### config.mk
export PLATFORM = sky130hd
export DESIGN_NAME = store_align_unit
export DESIGN_NICKNAME = d
export VERILOG_FILES = /design/src/rtl/store_align_unit.sv
export SDC_FILE = /design/constraint.sdc
export NUM_CORES = 1
export LEC_CHECK = 0
export CAP_MARGIN = 30
export CORE_UTILIZATION = 44
export DETAILED_ROUTE_END_ITERATION = 7
export GPL_TIMING_DRIVEN = 1
export PLACE_DENSITY = 0.81
export SLEW_MARGIN = 0
export SYNTH_ARGS = -nofsm -noshare
export SYNTH_HDL_FRONTEND = slang
export SYNTH_SLANG_ARGS = --single-unit
### constraint.sdc
create_clock -name clk -period 2.2 [get_ports clk]
set_clock_uncertainty 0.2 [all_clocks]
set_input_delay 0.33 -clock clk [delete_from_list [all_inputs] [get_ports clk]]
set_output_delay 0.33 -clock clk [all_outputs]
set_load 0.01 [all_outputs]
### src/rtl/store_align_unit.sv
// Store alignment unit: formats SB/SH/SW stores into word-aligned, lane-replicated memory
// writes through a 2-entry skid buffer. Optional trap on misaligned stores: STORE_MISALIGN_TRAP_EN.
module store_align_unit #(
  parameter int unsigned ADDR_W = 32
) (
  input  logic              clk,
  input  logic              reset_n,
  input  logic              in_valid,
  output logic              in_ready,
  input  logic [ADDR_W-1:0] in_addr,
  input  logic [31:0]       in_data,
  input  logic [1:0]        in_size,
  output logic              mem_valid,
  input  logic              mem_ready,
  output logic [ADDR_W-1:0] mem_addr,
  output logic [31:0]       mem_wdata,
  output logic [3:0]        mem_be,
  output logic              store_err,
  output logic [ADDR_W-1:0] err_addr
);

  typedef enum logic [1:0] {StEmpty, StOne, StTwo} state_e;

  typedef struct packed {
    logic [ADDR_W-1:0] addr;
    logic [31:0]       wdata;
    logic [3:0]        be;
  } entry_t;

  state_e state_q, state_d;
  entry_t out_q, skid_q, new_entry;
  logic   accept, drain, push, fmt_ok;
  logic [31:0] fmt_wdata;
  logic [3:0]  fmt_be;

  assign accept = in_valid && in_ready;
  assign drain  = mem_valid && mem_ready;

  always_comb begin
    fmt_wdata = '0;
    fmt_be    = '0;
    fmt_ok    = 1'b0;
    case (in_size)
      2'b00: begin
        fmt_wdata = {4{in_data[7:0]}};
        fmt_be    = 4'b0001 << in_addr[1:0];
        fmt_ok    = 1'b1;
      end
      2'b01: begin
        fmt_wdata = {2{in_data[15:0]}};
        fmt_be    = in_addr[1] ? 4'b1100 : 4'b0011;
        fmt_ok    = 1'b1;
      end
      2'b10: begin
        fmt_wdata = in_data;
        fmt_be    = 4'b1111;
        fmt_ok    = 1'b1;
      end
      default: ;
    endcase
  end

  assign new_entry = '{addr: {in_addr[ADDR_W-1:2], 2'b00}, wdata: fmt_wdata, be: fmt_be};

`ifdef STORE_MISALIGN_TRAP_EN
  logic              misaligned;
  logic              err_q;
  logic [ADDR_W-1:0] err_addr_q;

  assign misaligned = ((in_size == 2'b01) && in_addr[0]) ||
                      ((in_size == 2'b10) && (in_addr[1:0] != 2'b00));
  // Trapped stores are consumed here and never reach the buffer.
  assign push = accept && fmt_ok && !misaligned;

  always_ff @(posedge clk or negedge reset_n) begin
    if (!reset_n) begin
      err_q      <= 1'b0;
      err_addr_q <= '0;
    end else begin
      err_q <= accept && misaligned;
      if (accept && misaligned) err_addr_q <= in_addr;
    end
  end

  assign store_err = err_q;
  assign err_addr  = err_addr_q;
`else
  assign push      = accept && fmt_ok;
  assign store_err = 1'b0;
  assign err_addr  = '0;
`endif

  always_ff @(posedge clk or negedge reset_n) begin
    if (!reset_n) state_q <= StEmpty;
    else          state_q <= state_d;
  end

  always_comb begin
    state_d = state_q;
    case (state_q)
      StEmpty: if (push) state_d = StOne;
      StOne: begin
        if (push && !drain)      state_d = StTwo;
        else if (drain && !push) state_d = StEmpty;
      end
      StTwo:   if (drain) state_d = StOne;
      default: state_d = StEmpty;
    endcase
  end

  always_comb begin
    mem_valid = 1'b0;
    in_ready  = 1'b1;
    case (state_q)
      StOne:   mem_valid = 1'b1;
      StTwo: begin
        mem_valid = 1'b1;
        in_ready  = 1'b0;
      end
      default: ;
    endcase
  end

  always_ff @(posedge clk or negedge reset_n) begin
    if (!reset_n) begin
      out_q  <= '0;
      skid_q <= '0;
    end else begin
      case (state_q)
        StEmpty: if (push) out_q <= new_entry;
        StOne: begin
          if (push && drain) out_q  <= new_entry;
          else if (push)     skid_q <= new_entry;
        end
        StTwo:   if (drain) out_q <= skid_q;
        default: ;
      endcase
    end
  end

  assign mem_addr  = out_q.addr;
  assign mem_wdata = out_q.wdata;
  assign mem_be    = out_q.be;

endmodule

==> reports/results.ini <==
[outcome]
status = finished with violations
violations = setup timing

[sta]
slew_headroom_pct = 62.8
setup_viol = 106
maxSlewViolCount = 0
holdWs_ps = 271
finalHoldViolations = 0
period_minus_slack_ps = 2310
rsz0062_at_grt = true
worstMarginPinSlew_ps = 558
postLayoutSetupSlackWorst_ps = -107
clock.fmax_mhz = 433
min_period_over_period_pct = 105

[detailed_routing]
routed_wl_um = 16400
routed-wl-met2_um = 8100
drc = 0
via_per_inst = 5.31
wl_per_cell_um = 19.0
highest_layer = met4
wl_met1_um = 6940
vias = 4564
ant_nets = 0
drt_pass1_iterations = 4
drtIter0Drc = 192
wl_met3_um = 966

[placed_design]
post-place-ws_ps = -344
place_area_sq_um = 8160
place.gp.congestion = 0.832
post-dp-hpwl_um = 10700
portBuffers = 137
dp_cells = 815

[global_routing]
grt_max_degree = 60
grt_pass1_wl_um = 24400
antenna_found_initial = 0
grt.total_usage_pct = 21.5
overflow = 0
grt_pass1_vias = 4733

[worst_setup_path]
crit_chain = ha_4 > a21oi_4 > buf_4 > a221oi_4 > a211oi_4 > buf_12 > clkbuf_16 > mux2_4
critPathLaunch = state_q[1]$_DFFE_PN0P_
critPathMaxFanout = 8
critical_path.top_delay_family = buffers and inverters
worstPathRequired_ps = 2290
endpoint = mem_addr[5]$_DFFE_PN0P_
r2r_slack_ps = -110
critPathCaptureType = register
cp-start-kind = register
slowest_stage = dfrtp_1
crit_type = reg2reg
reg2reg_from = state_q[1]$_DFFE_PN0P_
critPathMaxStageDelay_ps = 430
reg2reg_depth = 8
path_buf_inv = 3
cp.arrival_ps = 2400
worst-path-stages = 8
r2r_end = mem_addr[5]$_DFFE_PN0P_

[finish]
layoutNonFillerInstCount = 860
final_cell_area_sq_um = 9180
final_nets = 741
antennaDiodeCount = 0
drive_above_1_share_pct = 37.2
syn2layout_area_growth_pct = 42.0

[logic_synthesis]
synthCells = 495
ys_seq_area_share_pct = 51.9
syn_avg_cell_area_sq_um = 13.1
synth_cell_types = 33
synth_area_sq_um = 6470
synth_seq_cells = 134
yosys_warnings = 0

[die]
die_w_um = 123
core.rowCount = 43
coreArea_sq_um = 14100
num_io_pins = 173
dieHeight_um = 123
die_area_sq_um = 15200
initial_core_util_pct = 45.9

[cts]
worstSkewPairLatency_ps = 410
cts.sinks = 134
root_buffer = clkbuf_16
cts_max_path_buffers = 2
clk_pin_slew_ps = 50
cts_made_buffers = 17
h-tree-depth = 4
cts_tree = built

[power_and_ir_drop]
leakage_nw = 4.07
peakVddDrop_mv = 0.792
power_density_nw_per_um2 = 1490

[hold_path]
min_path_type = in2async

[run]
maxCapViolations = 0

==> stage by stage <==
stage	utilization [%]	power (mW)	setup TNS, ps
after global placement	57.9	9.36	-30440
after CTS	62.4	12.5	-114
after floorplan	-	7.36	-1040
final	65.1	13.7	-6350
after global routing	65.1	14.4	-13330
after detailed placement	57.9	9.62	-32730
==> registers in the layout, summed over array words and instances (netlist names) <==
| name | cells |
|---|---|
| mem_be | 4 |
| mem_addr | 30 |
| mem_wdata | 32 |
| state_q | 2 |
| skid_q | 66 |
==> cells by family (layout without fill, tap and decap cells) <==
family	count (synthesis)	after routing	share of synthesized area, %
AOI/OAI and AO/OA	67	67	7.29
other	1	35	0.0580
buffers and inverters	71	222	6.77
and+or+nand+nor	44	44	3.10
DFF	134	134	51.9
adders and majority gates	4	4	0.774
muxes	174	174	30.1
==> where the power goes <==
part           internal, mW  switching (mW)  total (mW)
sequential             3.70           0.672        4.37
combinational          4.14            2.52        6.66
clock                  1.67           0.980        2.65
==> Yosys cell counts, drive strengths merged <==
master	n	area, sq um
o22ai	1	6.26
nor2	2	7.51
clkbuf	19	71.3
o31ai	2	15.0
o2bb2ai	16	140
mux2	166	1870
a22o	10	87.6
nand2b	1	6.26
a211oi	1	12.5
a31oi	1	6.26
o21ai	20	100
nand3	2	10.0
a21o	2	15.0
ha	4	50.1
conb	1	3.75
buf	47	348
a221oi	1	8.76
dfrtp	134	3350
a21oi	10	53.8
o21bai	1	7.51
nand2	27	101
a2bb2oi	1	8.76
o21ba	1	10.0
nor2b	9	56.3
and2	1	6.26
mux2i	8	80.1
inv	5	18.8
nand4	2	12.5
==> worst min path at each step <==
stage,start,to,slack (ps)
final,reset_n,skid_q[51]$_DFFE_PN0P_,270
after floorplan,reset_n,mem_addr[10]$_DFFE_PN0P_,-170
after global routing,skid_q[0]$_DFFE_PN0P_,skid_q[0]$_DFFE_PN0P_,300
after detailed placement,reset_n,skid_q[51]$_DFFE_PN0P_,150
after global placement,reset_n,skid_q[51]$_DFFE_PN0P_,130
after CTS,reset_n,skid_q[51]$_DFFE_PN0P_,290
==> cells in the final DEF (no fill, tap or decap), types with 2 or more instances in the layout <==
cell,n
clkbuf_2,2
buf_4,23
o2bb2ai_1,16
nand3_1,2
mux2i_1,8
clkbuf_8,4
a22o_1,10
ha_1,2
ha_4,2
clkinv_2,2
clkbuf_1,8
nand4_1,2
a21oi_1,9
nand2_1,26
clkdlybuf4s50_1,134
mux2_2,129
inv_2,2
clkbuf_16,22
dfrtp_1,134
a21o_1,2
nor2b_1,9
conb_1,35
buf_6,6
mux2_4,37
inv_1,2
buf_12,12
o21ai_0,20
==> area by class of cell <==
| cell class | instances | area [sq um] |
|---|---|---|
| clock buffer | 29 | 510 |
| clock inverter | 3 | 40.0 |
| fill | 1015 | 4910 |
| inverter | 5 | 21.3 |
| multi-input combinational | 324 | 3020 |
| sequential | 134 | 3350 |
| tap | 180 | 225 |
| timing repair buffer | 185 | 2010 |
==> metal layers <==
metal  vias to the layer above  global-route usage (%)
met2                       166                    35.9
li1                       2053                       -
met3                        27                    6.37
met4                         0                    9.11
met1                      2318                    25.8
met5                         -                       0
==> timing repair <==
| action | in CTS | in global routing |
|---|---|---|
| resized for setup | 10 | 62 |
| buffers inserted | 2 | 2 |
| gates cloned | 1 | 7 |
| hold endpoints to repair | 55 | 0 |
| endpoints found under the setup margin | 68 | 122 |
| hold buffers | 1 | 0 |
| pin swaps | 0 | 5 |
(Power assumes the default switching activity.)
